## src/rtl/latch_ctrl_pkg.sv

```systemverilog
// Shared types for the latch write sequencer: FSM state encoding and the
// phase-counter width helper.
package latch_ctrl_pkg;

    typedef enum logic [2:0] {
        IDLE  = 3'd0,
        SETUP = 3'd1,
        PULSE = 3'd2,
        HOLD  = 3'd3,
        ACK   = 3'd4
    } state_t;

    // Width of a down-counter that must reach the longest phase length minus one.
    function automatic int phase_cnt_width(input int s, input int p, input int h);
        int m;
        m = s;
        if (p > m) m = p;
        if (h > m) m = h;
        return $clog2(m + 1);
    endfunction

endpackage

```

## src/rtl/rr_arbiter.sv

```systemverilog
// One-hot winner selection among requesters. Round-robin with a registered
// pointer when LATCH_WR_SEQ_RR_EN is defined, otherwise lowest index wins.
module rr_arbiter
    import latch_ctrl_pkg::*;
#(
    parameter int N_REQ = 4
) (
    input  logic             clk,
    input  logic             reset,
    input  logic [N_REQ-1:0] req,
    input  logic             grant_en,
    output logic [N_REQ-1:0] win
);

`ifdef LATCH_WR_SEQ_RR_EN
    localparam int PW = (N_REQ > 1) ? $clog2(N_REQ) : 1;

    logic [PW-1:0] ptr;
    logic [PW-1:0] win_idx;

    // Search begins at the pointer and wraps once around all requesters.
    always_comb begin
        int  idx;
        logic found;
        win     = '0;
        win_idx = ptr;
        found   = 1'b0;
        idx     = 0;
        for (int k = 0; k < N_REQ; k++) begin
            idx = int'(ptr) + k;
            if (idx >= N_REQ) idx = idx - N_REQ;
            if (!found && req[idx]) begin
                found    = 1'b1;
                win[idx] = 1'b1;
                win_idx  = PW'(idx);
            end
        end
    end

    always_ff @(posedge clk) begin
        if (!reset) begin
            ptr <= '0;
        end else if (grant_en) begin
            ptr <= (win_idx == PW'(N_REQ - 1)) ? '0 : win_idx + 1'b1;
        end
    end
`else
    always_comb begin
        logic found;
        win   = '0;
        found = 1'b0;
        for (int i = 0; i < N_REQ; i++) begin
            if (!found && req[i]) begin
                found  = 1'b1;
                win[i] = 1'b1;
            end
        end
    end

    logic unused_rr;
    assign unused_rr = ^{clk, reset, grant_en};
`endif

endmodule

```

## src/rtl/latch_wr_sequencer.sv

```systemverilog
// Arbitrates requesters onto a shared latch bank and sequences setup, enable
// pulse and hold phases. Build option: LATCH_WR_SEQ_RR_EN (round-robin).
module latch_wr_sequencer
    import latch_ctrl_pkg::*;
#(
    parameter int N_REQ     = 4,
    parameter int N_LAT     = 4,
    parameter int DW        = 8,
    parameter int SETUP_CYC = 1,
    parameter int PULSE_CYC = 2,
    parameter int HOLD_CYC  = 1,
    parameter int AW        = $clog2(N_LAT)
) (
    input  logic                clk,
    input  logic                reset,
    input  logic [N_REQ-1:0]    req,
    input  logic [N_REQ*AW-1:0] req_addr,
    input  logic [N_REQ*DW-1:0] req_data,
    output logic [N_REQ-1:0]    gnt,
    output logic [N_REQ-1:0]    ack,
    output logic                wr_err,
    output logic [N_LAT-1:0]    lat_en,
    output logic [DW-1:0]       lat_d,
    output logic                busy,
    output state_t              dbg_state
);

    localparam int CW = phase_cnt_width(SETUP_CYC, PULSE_CYC, HOLD_CYC);
    localparam logic [AW:0] LAT_LIM = N_LAT[AW:0];

    // Handshake: a requester raises req (level) with addr/data valid; the
    // sequencer samples them only on the grant edge, holds gnt for the whole
    // write and returns a single-cycle ack; req need not stay high after gnt.

    state_t           state, state_n;
    logic [CW-1:0]    cnt, cnt_n;
    logic [AW-1:0]    addr_q, addr_n;
    logic             err_q, err_n;
    logic [N_REQ-1:0] gnt_n, ack_n;
    logic             wr_err_n;
    logic [N_LAT-1:0] lat_en_n;
    logic [DW-1:0]    lat_d_n;
    logic [N_REQ-1:0] win;
    logic             grant_en;
    logic [AW-1:0]    sel_addr;
    logic [DW-1:0]    sel_data;

    rr_arbiter #(.N_REQ(N_REQ)) u_arb (
        .clk      (clk),
        .reset    (reset),
        .req      (req),
        .grant_en (grant_en),
        .win      (win)
    );

    always_comb begin
        sel_addr = '0;
        sel_data = '0;
        for (int i = 0; i < N_REQ; i++) begin
            if (win[i]) begin
                sel_addr = req_addr[i*AW +: AW];
                sel_data = req_data[i*DW +: DW];
            end
        end
    end

    always_comb begin
        state_n  = state;
        cnt_n    = cnt;
        addr_n   = addr_q;
        err_n    = err_q;
        gnt_n    = gnt;
        lat_d_n  = lat_d;
        lat_en_n = '0;
        ack_n    = '0;
        wr_err_n = 1'b0;
        grant_en = 1'b0;
        case (state)
            IDLE: begin
                if (|req) begin
                    grant_en = 1'b1;
                    gnt_n    = win;
                    addr_n   = sel_addr;
                    lat_d_n  = sel_data;
                    err_n    = ({1'b0, sel_addr} >= LAT_LIM);
                    cnt_n    = CW'(SETUP_CYC - 1);
                    state_n  = SETUP;
                end
            end
            SETUP: begin
                if (cnt == '0) begin
                    cnt_n    = CW'(PULSE_CYC - 1);
                    lat_en_n = err_q ? '0 : (N_LAT'(1) << addr_q);
                    state_n  = PULSE;
                end else begin
                    cnt_n = cnt - CW'(1);
                end
            end
            PULSE: begin
                if (cnt == '0) begin
                    cnt_n   = CW'(HOLD_CYC - 1);
                    state_n = HOLD;
                end else begin
                    cnt_n    = cnt - CW'(1);
                    lat_en_n = lat_en;
                end
            end
            HOLD: begin
                if (cnt == '0) begin
                    ack_n    = gnt;
                    wr_err_n = err_q;
                    state_n  = ACK;
                end else begin
                    cnt_n = cnt - CW'(1);
                end
            end
            ACK: begin
                gnt_n   = '0;
                state_n = IDLE;
            end
            default: begin
                gnt_n   = '0;
                state_n = IDLE;
            end
        endcase
    end

    // Every output is registered so lat_en cannot glitch on the latch array.
    always_ff @(posedge clk) begin
        if (!reset) begin
            state  <= IDLE;
            cnt    <= '0;
            addr_q <= '0;
            err_q  <= 1'b0;
            gnt    <= '0;
            ack    <= '0;
            wr_err <= 1'b0;
            lat_en <= '0;
            lat_d  <= '0;
        end else begin
            state  <= state_n;
            cnt    <= cnt_n;
            addr_q <= addr_n;
            err_q  <= err_n;
            gnt    <= gnt_n;
            ack    <= ack_n;
            wr_err <= wr_err_n;
            lat_en <= lat_en_n;
            lat_d  <= lat_d_n;
        end
    end

    assign busy      = (state != IDLE);
    assign dbg_state = state;

endmodule

```

## config.mk

```make
export PLATFORM = sky130hd
export DESIGN_NAME = latch_wr_sequencer
export DESIGN_NICKNAME = d
export VERILOG_FILES = /design/src/rtl/latch_ctrl_pkg.sv /design/src/rtl/rr_arbiter.sv /design/src/rtl/latch_wr_sequencer.sv
export SDC_FILE = /design/constraint.sdc
export NUM_CORES = 1
export LEC_CHECK = 0
export BUFFER_PORTS_ARGS = -buffer_cell sky130_fd_sc_hd__buf_2
export CAP_MARGIN = 40
export CORE_AREA = 2 2 89 48
export CTS_CLUSTER_DIAMETER = 150
export DETAILED_ROUTE_END_ITERATION = 8
export DIE_AREA = 0 0 91 50
export GPL_TIMING_DRIVEN = 0
export PLACE_DENSITY_LB_ADDON = 0.15
export SLEW_MARGIN = 10
export SYNTH_ARGS = -nofsm -noshare
export SYNTH_HDL_FRONTEND = slang
export SYNTH_SLANG_ARGS = --single-unit
```

## constraint.sdc

```tcl
create_clock -name clk -period 1.5 [get_ports clk]
set_input_delay 0.375 -clock clk [delete_from_list [all_inputs] [get_ports clk]]
set_output_delay 0.375 -clock clk [all_outputs]
set_load 0.02 [all_outputs]
```

==> reports/results.txt, run 1 <==
Maximum fanout count along the critical path -> 2
Filler cells -> 394
FF+latch count, synth -> 27
Top library cells by usage in the layout, fill and taps aside -> buf_2, a21oi_1, dfxtp_1
Detail-routed via count per cell -> 5.04
Count of mapped cells out of synthesis -> 166
Setup repair after global routing missed its margin -> true
Count of H-tree levels built during CTS -> 1
Average cell area after synthesis -> 9.04 sq um
Max rail drop VDD -> 0.663 mV
Startpoint of the most critical setup path -> dbg_state[2]
Quantity of hold-fixing buffers added after cts -> 0
Area used by multi-input combinational logic -> 892 sq um
Clock latency on the worst-skew pair -> 0.27 ns
Worst setup endpoint -> busy
Number of CTS-inserted buffers -> 3
Overflow after GRT -> 0
Antenna violation net count after detailed routing -> 0
Number of distinct standard cells referenced by the synthesized netlist -> 35
Area growth from synthesis to layout -> 33.8%
Final estimated routing congestion in global placement -> 0.842
Clock buffer depth -> 2
Library cell occupying the most area in the post-synthesis netlist -> dfxtp_1
Number of DRC markers after the initial detailed-route iteration -> 86
Worst setup path class -> reg2out
Power density normalized to cell area -> 1600 mW/mm^2
Source of the worst register-to-register timing path -> dbg_state[2]
Die Outline Area -> 0.00455 sq mm
Failing checks -> negative setup slack
Peak Freq -> 618 MHz
ANT cells -> 0
Net Count, Synth -> 215
Category of the worst setup path launch point -> flop
Kind of path behind the tightest hold check -> in2reg
Clock-pin slew on the worst setup and hold paths -> 0.08 ns
Cells taking the most area after synthesis -> dfxtp_1, a21oi_1, o221a_1
Count of max-cap constraint violations -> 0
Starting density of the core -> 0.399
Clock tree from TritonCTS -> built
Sink count of the clock tree -> 27
Clock tree root driver cell -> clkbuf_8
Number of detailed-routing iterations run before antenna repair -> 4
Worst setup slack after placement -> -0.273 ns
Run status -> finished with violations
Std-Cell Rows -> 16
Count of buffers inserted at the top-level ports -> 67
Area of the placeable core -> 0.00376 sq mm
Static power due to leakage -> 0.907 nW
Fraction of layout cells with a size suffix above 1 -> 0.377
Clock period minus final worst setup slack -> 1.62 ns
Kind of capture point of the worst setup path -> output port
Synth top area share -> 0.360
Worst Path Buf+Inv -> 2
Post-Route Utilization -> 0.533
Post-route clock period utilization -> 1.08
Mean routed wirelength per cell -> 13.9 microns
Data required time at the worst endpoint -> 1.12 ns
Setup skew after layout -> 0.0108 ns
Maximum number of pins on one net before global-route repair -> 15
GRT Total Usage -> 0.184
Aggregate routed wire length -> 4.07 mm
First-pass GRT wire length -> 6.65 mm
YS warnings -> 0
Rel. slew slack -> 0.609
Worst path most repeated cell -> buf_6
Post-synthesis instance area -> 0.00150 sq mm
Internal reg-to-reg setup slack -> -0.06 ns
DPL Wire Length -> 3.09 mm
Data arrival time of the worst path -> 1.24 ns
Transition at the pin with the smallest max-transition slack -> 0.582 ns
Capture point of the worst reg-to-reg path -> lat_d[3]
Horiz. Die Dim -> 91 microns
Vias in the first global route -> 1374
Final hold violation count -> 0
Critical-path cell with the highest stage delay -> or3_4
Length in cells of the worst reg-to-reg path -> 5
Max-slew violations -> 0
Setup violations, final -> 10
Antenna violations before repair -> 0
Max stage delay on crit path -> 0.39 ns
Flip-flop and latch area -> 546 sq um
Hold-critical path depth -> 3
Number of top-level pins -> 71
Final Net Count -> 289
Worst path cell trace -> or3_4 > buf_6 > buf_6
Vias -> 1476
Die outline height -> 50 microns
DRC violation count after routing -> 0
Proportion of synthesized chip area in sequential cells -> 0.360
Leading cell type in the layout, fill and taps excluded -> buf_2
Number of stages on the worst setup path -> 3
Post-Route Hold Slack -> 0.470 ns
Worst path setup slack after routing -> -0.119 ns
Cell family with the largest share of critical-path delay -> simple AND/OR/NAND/NOR gates
## worst reg2reg max path, cell delays in order, from the launching register on
cell and delay [ns]:
dfxtp_4 0.35, or3_4 0.39, buf_6 0.13, buf_4 0.16, a211o_1 0.24, o221a_1 0.21
## what timing repair did
action	4_1_cts	5_1_grt
endpoints found under the setup margin	12	15
pin swaps	1	3
setup buffers	3	0
gates resized for setup	8	1
gates cloned	0	0
## where the power goes
group | switching (mW) | internal [mW]
sequential | 0.137 | 0.923
combinational | 0.958 | 0.792
clock | 0.220 | 0.190
total | 1.32 | 1.91
## synthesized netlist by cell type (all sizes together)
cell type	number
o32ai	1
clkbuf	10
ha	3
nor2b	14
nor4b	2
dfxtp	27
and2	4
a21oi	28
o221a	10
nor3	3
nand2	5
inv	5
o22ai	1
a211o	10
conb	1
o21ai	4
nand2b	2
or2	1
mux2i	1
nor4	1
xnor2	1
a31o	1
buf	5
and3b	2
or3	1
and4bb	1
nand3	1
nor2	5
nand3b	11
a32oi	4
o311a	1
## cells by family (layout without fill, tap and decap cells)
group	after synthesis	count (layout)	synth area share
and+or+nand+nor	53	53	0.249
buffers and inverters	20	93	0.0642
adders and majority gates	3	3	0.0250
muxes	1	1	0.00667
xor gates and xnor gates	1	1	0.00584
DFF	27	27	0.360
AOI/OAI and AO/OA	60	60	0.286
other	1	1	0.00250
## final cells by class
type                    instances  area share
plain buffers                  14      0.0368
clock buffers                   4      0.0224
inverters                       5     0.00935
multi-input cells             119       0.445
flip-flops and latches         27       0.272
well taps                      54      0.0337
repair buffers                 70       0.181
## worst min path at each step
stage	to	slack, ns	start
2_1_floorplan	cnt[0]	0.46	cnt[0]
3_3_place_gp	ack[1]	0.47	gnt[1]
3_5_place_dp	ack[1]	0.48	gnt[1]
4_1_cts	lat_d[7]	0.46	req_data[31]
5_1_grt	lat_d[5]	0.47	req_data[29]
6_report	lat_d[5]	0.47	req_data[29]
## through the flow
step	area, sq um	instances	TNS, ns	power, mW
6_report	2010	293	-0.584	3.22
3_5_place_dp	1900	287	-5.33	2.68
4_1_cts	2000	293	-0.548	3.23
2_1_floorplan	1500	166	0	2.22
3_3_place_gp	1900	287	-4.70	2.69
5_1_grt	2010	293	-0.957	3.46
## routing by layer
metal | up-vias | part of all wire | GRT usage
li1 | 761 | - | -
met5 | - | 0 | 0
met3 | 0 | 0.071 | 0.0459
met4 | 0 | 0 | 0.0303
met2 | 53 | 0.40 | 0.259
met1 | 662 | 0.53 | 0.282
## flip-flops by register name, indices dropped and copies added, names as in the netlist
name,count
cnt,2
ack,4
gnt,4
dbg_state,3
addr_q,2
lat_d,8
lat_en,4
(Power assumes the default switching activity.)
==> run 2: changes to the inputs <==
--- a/config.mk
+++ b/config.mk
@@ -7,10 +7,10 @@
 export LEC_CHECK = 0
 export BUFFER_PORTS_ARGS = -buffer_cell sky130_fd_sc_hd__buf_2
 export CAP_MARGIN = 40
-export CORE_AREA = 2 2 89 48
+export CORE_AREA = 2 2 82 45
 export CTS_CLUSTER_DIAMETER = 150
 export DETAILED_ROUTE_END_ITERATION = 8
-export DIE_AREA = 0 0 91 50
+export DIE_AREA = 0 0 84 47
 export GPL_TIMING_DRIVEN = 0
 export PLACE_DENSITY_LB_ADDON = 0.15
 export SLEW_MARGIN = 10
==> constraint.sdc (replaced) <==
create_clock -name clk -period 2.1 [get_ports clk]
set_input_delay 0.525 -clock clk [delete_from_list [all_inputs] [get_ports clk]]
set_output_delay 0.525 -clock clk [all_outputs]
set_load 0.02 [all_outputs]
==> reports/results.txt, run 2 (synthesis gave the netlist of run 1 again) <==
Data arrival time of the worst path -> 1.40 ns (+0.16 ns)
Number of detailed-routing iterations run before antenna repair -> 4 (unchanged)
Antenna violations before repair -> 0 (unchanged)
Peak Freq -> 519 MHz
DRC violation count after routing -> 0 (unchanged)
Switch share -> 0.416 (+0.00812)
Vias -> 1527 (+3.5%)
Length in cells of the worst reg-to-reg path -> 6 (+1)
Number of top-level pins -> 71 (unchanged)
Internal reg-to-reg setup slack -> 0.31 ns (+0.37 ns)
Antenna violation net count after detailed routing -> 0 (unchanged)
Max rail drop VDD -> 0.593 mV (-11%)
Clock buffer depth -> 2 (unchanged)
Category of the worst setup path launch point -> flop
Post-CTS Resized -> 0 (-8)
Fin Setup TNS -> 0 ns (+0.584 ns)
Setup skew after layout -> 0.00285 ns (-0.00792 ns)
Final Net Count -> 287 (-0.69%)
Maximum fanout count along the critical path -> 10 (+8)
DPL Wire Length -> 3.14 mm (+1.8%)
Worst setup path class -> reg2out
Summed area of non-filler cells in the final layout -> 0.00193 sq mm (-3.7%)
GRT Total Usage -> 0.213 (+0.0286)
Area growth from synthesis to layout -> 28.9%
Kind of path behind the tightest hold check -> reg2reg
Leading cell type in the layout, fill and taps excluded -> buf_2
Overflow after GRT -> 0 (unchanged)
Startpoint of the most critical setup path -> dbg_state[2]
Clock tree from TritonCTS -> built
Setup repair after global routing missed its margin -> false
Starting density of the core -> 0.462 (+0.0634)
Mean routed wirelength per cell -> 14.3 microns (+2.9%)
Aggregate routed wire length -> 3.99 mm (-2.0%)
Placed instance count -> 275 (-4.2%)
Count of buffers inserted at the top-level ports -> 67 (unchanged)
Data required time at the worst endpoint -> 1.57 ns (+0.45 ns)
Vias in the first global route -> 1363 (-0.80%)
Die outline height -> 47 microns (-6.0%)
Max reg flops -> 8 (unchanged)
Die Outline Area -> 0.00395 sq mm (-13%)
Sink count of the clock tree -> 27 (unchanged)
Quantity of hold-fixing buffers added after cts -> 0 (unchanged)
Max-slew violations -> 0 (unchanged)
Capture point of the worst reg-to-reg path -> lat_en[1]
Count of H-tree levels built during CTS -> 1 (unchanged)
Maximum number of pins on one net before global-route repair -> 15 (unchanged)
First-pass GRT wire length -> 6.48 mm (-2.6%)
Fraction of layout cells with a size suffix above 1 -> 0.346 (-0.0306)
Static power due to leakage -> 0.888 nW (-2.0%)
ANT cells -> 0 (unchanged)
Area of the placeable core -> 0.00325 sq mm (-14%)
Power density normalized to cell area -> 1140 mW/mm^2 (-29%)
Clock-pin slew on the worst setup and hold paths -> 0.09 ns (about the same)
Detail-routed via count per cell -> 5.47 (+8.6%)
Final estimated routing congestion in global placement -> 0.824 (-2.2%)
Post-Layout Cell Count -> 279 (-4.8%)
Switching power total -> 0.921 mW (-30%)
Internal Pwr Total -> 1.29 mW (-32%)
Kind of capture point of the worst setup path -> output port
Clock latency on the worst-skew pair -> 0.27 ns (about the same)
Worst setup endpoint -> busy
Transition at the pin with the smallest max-transition slack -> 0.707 ns (+0.125 ns)
Clock tree root driver cell -> clkbuf_8
Largest Register -> lat_d
Clock period minus final worst setup slack -> 1.93 ns
Number of DRC markers after the initial detailed-route iteration -> 71 (-17%)
Horiz. Die Dim -> 84 microns (-7.7%)
Postcts setup bufs -> 0 (-3)
Run status -> finished clean
Final hold violation count -> 0 (unchanged)
Number of CTS-inserted buffers -> 3 (unchanged)
Rel. slew slack -> 0.522 (-0.0871)
Post-route clock period utilization -> 0.918
Source of the worst register-to-register timing path -> cnt[0]
Setup violations, final -> 0 (-10)
Instance area after placement -> 0.00189 sq mm (-0.85%)
Logic pwr share -> 0.520 (-0.024)
Count of max-cap constraint violations -> 0 (unchanged)
Flop pwr share -> 0.345 (+0.016)
Std-Cell Rows -> 15 (-1)
Top library cells by usage in the layout, fill and taps aside -> buf_2, a21oi_1, dfxtp_1
Part of the power in the clock network -> 0.135 (+0.008)
## run 2: power groups by stage
stage	clock, mW	combinational [mW]	sequential (mW)
floorplan	0	0.692	0.896
global placement	0	1.15	0.769
detailed placement	0	1.15	0.774
CTS	0.303	1.15	0.762
global route	0.324	1.27	0.785
finish	0.297	1.15	0.763
## run 2: area by class of cell
type                            instances  area, sq um
Inverter                                5         18.8
Fill cell                             317         1310
Buffer                                 15         77.6
Clock buffer                            4         45.0
Sequential cell                        27          541
Timing Repair Buffer                   67          335
Multi-Input combinational cell        119          863
Tap cell                               42         52.6
## run 2: how the worst min path moves through the flow
stage | from | end | depth (start not counted)
2_1_floorplan | cnt[0] | cnt[0] | 2
3_3_place_gp | gnt[2] | ack[2] | 1
3_5_place_dp | gnt[0] | ack[0] | 1
4_1_cts | gnt[0] | ack[0] | 1
5_1_grt | gnt[0] | ack[0] | 1
6_report | gnt[0] | ack[0] | 1
## run 2: stage by stage
step	hold slack, ns	setup WS, ns	util	total power [mW]
floorplan	0.465	0.448	-	1.59
CTS	0.494	0.177	0.595	2.22
global placement	0.465	0.229	0.582	1.91
finish	0.491	0.173	0.595	2.21
global route	0.500	0.105	0.595	2.38
detailed placement	0.473	0.225	0.582	1.92
## run 2: per-layer routing
layer	global-route usage	share of wire
met5	0	0
met4	0.0419	0.0020
met3	0.0457	0.064
met2	0.326	0.41
met1	0.315	0.52
## run 2: critical path: stages, from the launching register on
cell     delay, ns
dfxtp_1       0.38
or3_4         0.44
buf_6         0.16
buf_2         0.16
